--- src/rtl/c0_sram_arbiter.sv ---
// Round-robin arbiter sharing one single-port SRAM between a Wishbone slave and a simple core port.
// One command is in flight at a time; reads take IDLE->CMD->DATA->RESP and writes take IDLE->CMD->RESP.
module c0_sram_arbiter #(
  parameter int unsigned AW = 13
) (
  input  logic          clk_g,
  input  logic          rst_g,
  input  logic          wbs_cyc_i,
  input  logic          wbs_stb_i,
  input  logic          wbs_we_i,
  input  logic [3:0]    wbs_sel_i,
  input  logic [31:0]   wbs_adr_i,
  input  logic [31:0]   wbs_dat_i,
  output logic          wbs_ack_o,
  output logic [31:0]   wbs_dat_o,
  input  logic          core_valid,
  input  logic [31:0]   core_addr,
  input  logic [31:0]   core_wdata,
  input  logic [3:0]    core_wstrb,
  output logic          core_ready,
  output logic [31:0]   core_rdata,
  output logic          sram_csb0,
  output logic          sram_web0,
  output logic [3:0]    sram_wmask0,
  output logic [AW-1:0] sram_addr0,
  output logic [31:0]   sram_din0,
  input  logic [31:0]   sram_dout0
);

  typedef enum logic [1:0] {IDLE, CMD, DATA, RESP} state_t;

  state_t      state;
  logic        last_wb;
  logic        grant_wb;
  logic        is_write;
  logic        wb_resp;
  logic [31:0] rdata_q;

  logic          wb_req;
  logic          core_req;
  logic          pick_wb;
  logic          sel_write;
  logic [AW-1:0] sel_addr;
  logic [31:0]   sel_data;
  logic [3:0]    sel_mask;

  assign wb_req   = wbs_cyc_i & wbs_stb_i;
  assign core_req = core_valid;
  // On a tie the requester that was not granted last wins.
  assign pick_wb  = wb_req & (~core_req | ~last_wb);

  always_comb begin
    sel_write = 1'b0;
    sel_addr  = '0;
    sel_data  = '0;
    sel_mask  = '0;
    if (pick_wb) begin
      sel_write = wbs_we_i;
      sel_addr  = wbs_adr_i[AW+1:2];
      sel_data  = wbs_dat_i;
      sel_mask  = wbs_we_i ? wbs_sel_i : 4'b0000;
    end else begin
      sel_write = |core_wstrb;
      sel_addr  = core_addr[AW+1:2];
      sel_data  = core_wdata;
      sel_mask  = core_wstrb;
    end
  end

  always_ff @(posedge clk_g) begin
    if (rst_g) begin
      state       <= IDLE;
      last_wb     <= 1'b1;
      grant_wb    <= 1'b0;
      is_write    <= 1'b0;
      wb_resp     <= 1'b0;
      core_ready  <= 1'b0;
      rdata_q     <= '0;
      sram_csb0   <= 1'b1;
      sram_web0   <= 1'b1;
      sram_wmask0 <= '0;
      sram_addr0  <= '0;
      sram_din0   <= '0;
    end else begin
      case (state)
        IDLE: begin
          if (wb_req | core_req) begin
            grant_wb    <= pick_wb;
            last_wb     <= pick_wb;
            is_write    <= sel_write;
            sram_csb0   <= 1'b0;
            sram_web0   <= ~sel_write;
            sram_wmask0 <= sel_mask;
            sram_addr0  <= sel_addr;
            sram_din0   <= sel_data;
            state       <= CMD;
          end
        end
        CMD: begin
          sram_csb0 <= 1'b1;
          sram_web0 <= 1'b1;
          if (is_write) begin
            wb_resp    <= grant_wb;
            core_ready <= ~grant_wb;
            state      <= RESP;
          end else begin
            state <= DATA;
          end
        end
        DATA: begin
          rdata_q    <= sram_dout0;
          wb_resp    <= grant_wb;
          core_ready <= ~grant_wb;
          state      <= RESP;
        end
        default: begin
          wb_resp    <= 1'b0;
          core_ready <= 1'b0;
          state      <= IDLE;
        end
      endcase
    end
  end

  // A master that abandoned its cycle never sees the ack of the access it started.
  assign wbs_ack_o  = wb_resp & wb_req;
  assign wbs_dat_o  = rdata_q;
  assign core_rdata = rdata_q;

  logic unused_addr_bits;
  assign unused_addr_bits = &{1'b0, wbs_adr_i[31:AW+2], wbs_adr_i[1:0],
                              core_addr[31:AW+2], core_addr[1:0]};

endmodule

--- config.mk ---
export PLATFORM = sky130hd
export DESIGN_NAME = c0_sram_arbiter
export DESIGN_NICKNAME = d
export VERILOG_FILES = /design/src/rtl/c0_sram_arbiter.sv
export SDC_FILE = /design/constraint.sdc
export NUM_CORES = 1
export LEC_CHECK = 0
export ABC_AREA = 1
export CAP_MARGIN = 20
export CELL_PAD_IN_SITES_DETAIL_PLACEMENT = 1
export CELL_PAD_IN_SITES_GLOBAL_PLACEMENT = 2
export CORE_ASPECT_RATIO = 1.75
export CORE_MARGIN = 5
export CORE_UTILIZATION = 18
export CTS_BUF_LIST = sky130_fd_sc_hd__clkbuf_8
export CTS_CLUSTER_DIAMETER = 200
export DETAILED_ROUTE_END_ITERATION = 7
export PLACE_DENSITY_LB_ADDON = 0.1
export SKIP_LAST_GASP = 1
export SLEW_MARGIN = 25
export SYNTH_ARGS = -nofsm -noshare
export SYNTH_HDL_FRONTEND = slang
export SYNTH_SLANG_ARGS = --single-unit
--- constraint.sdc ---
create_clock -name clk_g -period 1.4 [get_ports clk_g]
set_input_delay 0.35 -clock clk_g [delete_from_list [all_inputs] [get_ports clk_g]]
set_output_delay 0.35 -clock clk_g [all_outputs]
set_load 0.03 [all_outputs]
==> flow_metrics.env, run 1 <==
export IMPL_place_congestion=0.734
export IMPL_yosysTopAreaCellShare_pct=40.1
export IMPL_syn_avg_cell_area_um2=6.77
export IMPL_dp_hpwl_mm=14.9
export IMPL_synthMuxAreaShare_pct=0
export IMPL_io_pins=291
export IMPL_worst_hold_path_type="input port to flip-flop"
export IMPL_via_count=4926
export IMPL_critical_path_class="flip-flop to output pin"
export IMPL_startpoint="wb_resp"
export IMPL_async_reset_ff_share_pct=0
export IMPL_final_max_slew_violation_count=0
export IMPL_cpPeakStageDelay_ns=0.35
export IMPL_cp_cell_sequence="inv_2 -> nor2_4 -> buf_6"
export IMPL_synth_yosys_seq_area_share_pct=40.1
export IMPL_period_needed_ns=1.35
export IMPL_setup_ws_ns=0.0467
export IMPL_synth_compound_area_share_pct=10.5
export IMPL_crit_fanout=2
export IMPL_crit_family="flip-flops"
export IMPL_syn_cell_area_um2=4490
export IMPL_placementRows=76
export IMPL_place_ws_ns=-0.350
export IMPL_peakVddDrop_mv=0.672
export IMPL_cts_buffer_depth=2
export IMPL_wirelength_mm=20.0
export IMPL_syn_to_final_growth_pct=70.0
export IMPL_synth_main_ff_cell="dfxtp_1"
export IMPL_hold_viol=0
export IMPL_cp_start_kind="flip-flop"
export IMPL_synth_top_family_by_area="simple AND/OR/NAND/NOR gates"
export IMPL_die_area_um2=28300
export IMPL_via_per_inst=4.09
export IMPL_ys_ff_latch=90
export IMPL_cp_arrival_ns=1.00
export IMPL_fp_coreArea_um2=24600
export IMPL_synth_distinct_cells=22
export IMPL_post_route_util_pct=31.0
export IMPL_drcViolationCount=0
export IMPL_start_util_pct=18.2
export IMPL_r2r_start="state[0]"
export IMPL_fmax_ghz=0.739
export IMPL_detail_route_first_pass_iterations=4
export IMPL_track_usage_pct=13.9
export IMPL_worst_slew_pin_slew_ns=0.261
export IMPL_path_clk_slew_ns=0.09
export IMPL_cts_tree="done"
export IMPL_rsz0062_at_grt="yes"
export IMPL_crit_path_end_kind="output pin"
export IMPL_port_buffers=252
export IMPL_finalCritPeriodShare_pct=96.7
export IMPL_leakagePower_uw=0.00367
export IMPL_fin_nets=1064
export IMPL_slew_headroom_pct=82.6
export IMPL_ys_warn_count=0
export IMPL_cap_violations=0
export IMPL_grt_overflow=0
export IMPL_synth_edf_count=0
export IMPL_diodes=0
export IMPL_synth_area_top_cells="dfxtp_1 40%, nand3_1 11%, nand2_1 9.6%"
export IMPL_antenna_found_initial=0
export IMPL_synth_top_area_cell="dfxtp_1"
export IMPL_grt_pass1_vias=5419
export IMPL_path_buf_inv=2
export IMPL_grt_max_degree=52
export IMPL_synthMostInstantiatedCell="nand2_1"
export IMPL_cts_buffers=9
export IMPL_setup_violations_final=0
export IMPL_synth_nets=841
export IMPL_hold_start="rst_g"
export IMPL_ctsRootBufferMaster="clkbuf_8"
export IMPL_synth_adder_area_share_pct=1.11
export IMPL_drive_above_1_share_pct=22.2
export IMPL_clk_latency_ns=0.40
export IMPL_wl_per_cell_um=16.6
export IMPL_die_w_um=129
export IMPL_cp_required_ns=1.05
export IMPL_drtIter0Drc=100
export IMPL_grt_pass1_wl_mm=29.9
export IMPL_synth_xor_area_share_pct=0
export IMPL_yosys_area_share_simple_pct=27.8
export IMPL_syn_inst=663
export IMPL_fp_dieH_um=219
export IMPL_cts_sinks=90
export IMPL_power_density_nw_per_um2=2050
export IMPL_status="complete, no violations"
export IMPL_htree_levels=3
export IMPL_antenna_left=0
export IMPL_cpMaxStageDelayCell="dfxtp_2"
export IMPL_clock_skew_ns=0.0110
export IMPL_yosys_top_cells_count="115 x nand2_1, 109 x inv_1, 100 x nand3_1, 90 x dfxtp_1, 69 x nor2_1"
-- power by group --
group	leakage, uW	switching [uW]	internal, uW
logic	0.00281	5440	3960
clock network	0.000110	1040	969
registers	0.000749	702	3520
total	0.00367	7180	8440
-- timing repair --
| action | 4_1_cts | 5_1_grt |
|---|---|---|
| gates resized for setup | 250 | 47 |
| buffers inserted | 1 | 2 |
| endpoints found under the setup margin | 106 | 60 |
| pin swaps | 2 | 1 |
| gates cloned | 0 | 3 |
| hold buffers | 0 | 0 |
-- worst register-to-register path, stage by stage (launching register included) --
cell and delay, ns:
dfxtp_1 0.34, buf_4 0.15, ha_2 0.21, or2_2 0.31, nand2_2 0.09, inv_1 0.04
nand2_1 0.05, nand2_1 0.04
-- kinds of logic (layout without fill, tap and decap cells) --
| family | after synthesis | in the layout |
|---|---|---|
| AND/OR/NAND/NOR | 292 | 292 |
| buffers and inverters | 184 | 412 |
| AO/OA/AOI/OAI | 93 | 93 |
| flip-flops | 90 | 90 |
| adder cells (fa/ha/maj) | 4 | 4 |
-- flip-flops by register name, indices dropped and copies added (netlist names), 2 cells and up --
signal and cells:
core_rdata 32, sram_din0 32, sram_addr0 13, sram_wmask0 4, state 2
-- placed cells by master (no fill, tap or decap), types with 2 or more instances in the layout --
cell type	instances
dlygate4sd2_1	2
nand2_1	112
buf_12	39
nand2_2	5
nand4_1	4
clkdlybuf4s50_1	132
buf_6	7
inv_2	6
clkbuf_4	11
inv_1	106
nor2_1	68
clkbuf_16	3
dfxtp_2	15
o21ai_1	5
buf_4	64
nand3_1	100
o21ai_0	30
buf_2	26
clkbuf_8	12
dfxtp_1	75
a21oi_1	55
ha_1	2
-- through the flow --
step	hold slack (ns)	area, um^2	power [uW]	instances	setup TNS, ns
final	0.423	7630	15600	1203	0
after CTS	0.406	7460	15500	1199	-0.0541
after floorplan	0.429	4490	9530	663	0
after detailed placement	0.472	7440	13700	1185	-17.64
after global placement	0.456	7440	13500	1185	-16.63
after global routing	0.412	7630	16800	1203	-0.0576
-- final timing paths --
check              end  cells after the start  slack (ns)
min reg2reg   grant_wb                      2        0.48
max reg2reg  sram_web0                      7        0.07
max          wbs_ack_o                      3        0.05
min            wb_resp                      3        0.42
-- metal layers --
metal / track usage, % / vias up / part of all wire [%]
li1: - / 2466 / -
met1: 13.7 / 2283 / 35
met2: 26.3 / 162 / 55
met3: 4.94 / 15 / 7.8
met4: 4.73 / 0 / 1.8
met5: 0 / - / 0
-- layout make-up --
type	instances	area (um^2)
Fill cell	3046	17000
Timing Repair Buffer	284	2970
Sequential cell	90	1820
Multi-Input combinational cell	389	1810
Inverter	112	428
Tap cell	312	390
Clock buffer	12	165
Clock inverter	4	50.0
No activity file was read; power rests on OpenSTA's default activity.
==> inputs of run 2 (changes only) <==
--- a/config.mk
+++ b/config.mk
@@ -11,7 +11,7 @@
 export CELL_PAD_IN_SITES_GLOBAL_PLACEMENT = 2
 export CORE_ASPECT_RATIO = 1.75
 export CORE_MARGIN = 5
-export CORE_UTILIZATION = 18
+export CORE_UTILIZATION = 19
 export CTS_BUF_LIST = sky130_fd_sc_hd__clkbuf_8
 export CTS_CLUSTER_DIAMETER = 200
 export DETAILED_ROUTE_END_ITERATION = 7
==> constraint.sdc (replaced) <==
create_clock -name clk_g -period 1.7 [get_ports clk_g]
set_input_delay 0.425 -clock clk_g [delete_from_list [all_inputs] [get_ports clk_g]]
set_output_delay 0.425 -clock clk_g [all_outputs]
set_load 0.03 [all_outputs]
==> run 2 against run 1 <==
Effect of this change: register-to-register slack improved by 0.14 ns; flip-flop and latch count is the same; die area decreased by 4.9%; via count fell by 0.69%; design area decreased by 5.8%; critical path type is now input port to output pin; largest power group unchanged.
==> flow_metrics.env, run 2 (synthesis gave the netlist of run 1 again) <==
export IMPL_layout_common_cells="134 x clkdlybuf4s50_1, 114 x nand2_1, 114 x dlygate4sd2_1, 109 x inv_1, 100 x nand3_1"
export IMPL_cts_buffer_depth=2
export IMPL_hold_viol=0
export IMPL_port_buffers=252
export IMPL_die_area_um2=26900
export IMPL_cts_tree="done"
export IMPL_layout_commonest_cell="clkdlybuf4s50_1"
export IMPL_fillers=2950
export IMPL_wirelength_mm=18.0
export IMPL_path_clk_slew_ns=0.09
export IMPL_grt_pass1_vias=5302
export IMPL_ctsRootBufferMaster="clkbuf_8"
export IMPL_grt_pass1_wl_mm=28.3
export IMPL_via_count=4892
export IMPL_dpl_cell_area_um2=7110
export IMPL_cp_cell_sequence="clkdlybuf4s50_1 -> nand2_2 -> nor2_2 -> buf_4"
export IMPL_fmax_ghz=0.612
export IMPL_crit_family="buffers and inverters"
export IMPL_power_density_nw_per_um2=1560
export IMPL_peakVddDrop_mv=0.402
export IMPL_holdBufCountCts=0
export IMPL_fp_dieH_um=213
export IMPL_cts_sinks=90
export IMPL_antenna_found_initial=2
export IMPL_leakagePower_uw=0.00369
export IMPL_antenna_left=0
export IMPL_finalCritPeriodShare_pct=96.1
export IMPL_cts_buffers=9
export IMPL_cp_start_kind="input port"
export IMPL_rsz0062_at_grt="no"
export IMPL_fin_nets=1050
export IMPL_cpPeakStageDelay_ns=0.47
export IMPL_crit_fanout=2
export IMPL_placementRows=74
export IMPL_drcViolationCount=0
export IMPL_multi_input_area_um2=1770
export IMPL_worstRegToRegCells=8
export IMPL_clk_latency_ns=0.37
export IMPL_wl_per_cell_um=15.3
export IMPL_critical_path_class="input port to output pin"
export IMPL_io_pins=291
export IMPL_drtIter0Drc=117
export IMPL_regArea_um2=1800
export IMPL_dp_hpwl_mm=13.8
export IMPL_final_max_slew_violation_count=0
export IMPL_die_w_um=126
export IMPL_worst_hold_path_type="flip-flop to flip-flop"
export IMPL_detail_route_first_pass_iterations=4
export IMPL_cpMaxStageDelayCell="clkdlybuf4s50_1"
export IMPL_status="complete, no violations"
export IMPL_track_usage_pct=13.2
export IMPL_cp_depth=4
export IMPL_holdPathStages=2
export IMPL_cap_violations=0
export IMPL_place_congestion=0.752
export IMPL_path_buf_inv=2
export IMPL_start_util_pct=19.2
export IMPL_slew_headroom_pct=74.6
export IMPL_place_ws_ns=-0.169
export IMPL_drive_above_1_share_pct=5.25
export IMPL_worst_slew_pin_slew_ns=0.383
export IMPL_fp_coreArea_um2=23300
export IMPL_setup_violations_final=0
export IMPL_clock_skew_ns=0.00861
export IMPL_period_needed_ns=1.63
export IMPL_syn_to_final_growth_pct=60.1
export IMPL_cp_arrival_ns=1.21
export IMPL_setup_ws_ns=0.0667
export IMPL_grt_max_degree=40
export IMPL_fin_area_um2=7190
export IMPL_htree_levels=3
export IMPL_via_per_inst=4.14
export IMPL_grt_overflow=0
export IMPL_cp_required_ns=1.27
export IMPL_crit_path_end_kind="output pin"
-- run 2: cell types whose count changed in the layout (fill, tap and decap cells not counted), moves of 4 or more --
| cell | delta |
|---|---|
| buf_12 | -31 |
| buf_2 | -25 |
| buf_4 | -51 |
| buf_6 | -7 |
| clkbuf_4 | -11 |
| dfxtp_1 | +15 |
| dfxtp_2 | -15 |
| dlygate4sd2_1 | +112 |
| inv_2 | -4 |
-- run 2: through the flow --
step,hold slack (ns),cells,util [%],TNS [ns],power [uW]
after floorplan,0.429,663,-,0,7850
after global placement,0.455,1164,30.5,-4.23,10400
after CTS,0.479,1180,30.8,0,11500
final,0.470,1183,30.8,0,11200
after global routing,0.512,1181,30.8,0,12100
after detailed placement,0.463,1164,30.5,-5.56,10600
-- run 2: tightest hold or removal path, stage by stage (launching register included) --
cell and delay, ns:
dfxtp_1 0.32, nand2_1 0.06, a21oi_1 0.05
-- run 2: timing repair --
item	in CTS	in global routing
endpoints found under the setup margin	115	1
endpoints found under the hold margin	0	0
pin swaps	1	0
resized for setup	114	1
buffers inserted	1	0
-- run 2: path summary, 6_finish.rpt --
path,from,endpoint,slack (ns)
worst min-delay path,wb_resp,wb_resp,0.47
worst max-delay path,wbs_stb_i,wbs_ack_o,0.07
worst max register to register,state[1],sram_din0[21],0.21
worst min register to register,wb_resp,wb_resp,0.47
-- run 2: layout make-up --
class	instances	area share (%)
Antenna cell	3	0.104
Clock buffer	11	2.11
Clock inverter	4	0.714
Inverter	112	5.88
Multi-Input combinational cell	389	24.6
Sequential cell	90	25.1
Tap cell	304	5.29
Timing Repair Buffer	270	36.2
-- run 2: routing by layer --
| layer | GRT usage [%] | part of all wire [%] | vias to the layer above |
|---|---|---|---|
| li1 | - | - | 2443 |
| met1 | 13.1 | 36 | 2269 |
| met2 | 25.4 | 55 | 163 |
| met3 | 4.69 | 7.5 | 15 |
| met4 | 4.55 | 1.2 | 2 |
| met5 | 0 | 0.039 | - |
-- run 2: where the power goes --
group	total (uW)	leakage, uW	switching, uW	internal, uW
Clock	1550	0.000101	794	752
Combinational	6360	0.00284	4200	2160
Sequential	3290	0.000743	424	2870
Total	11200	0.00369	5410	5780
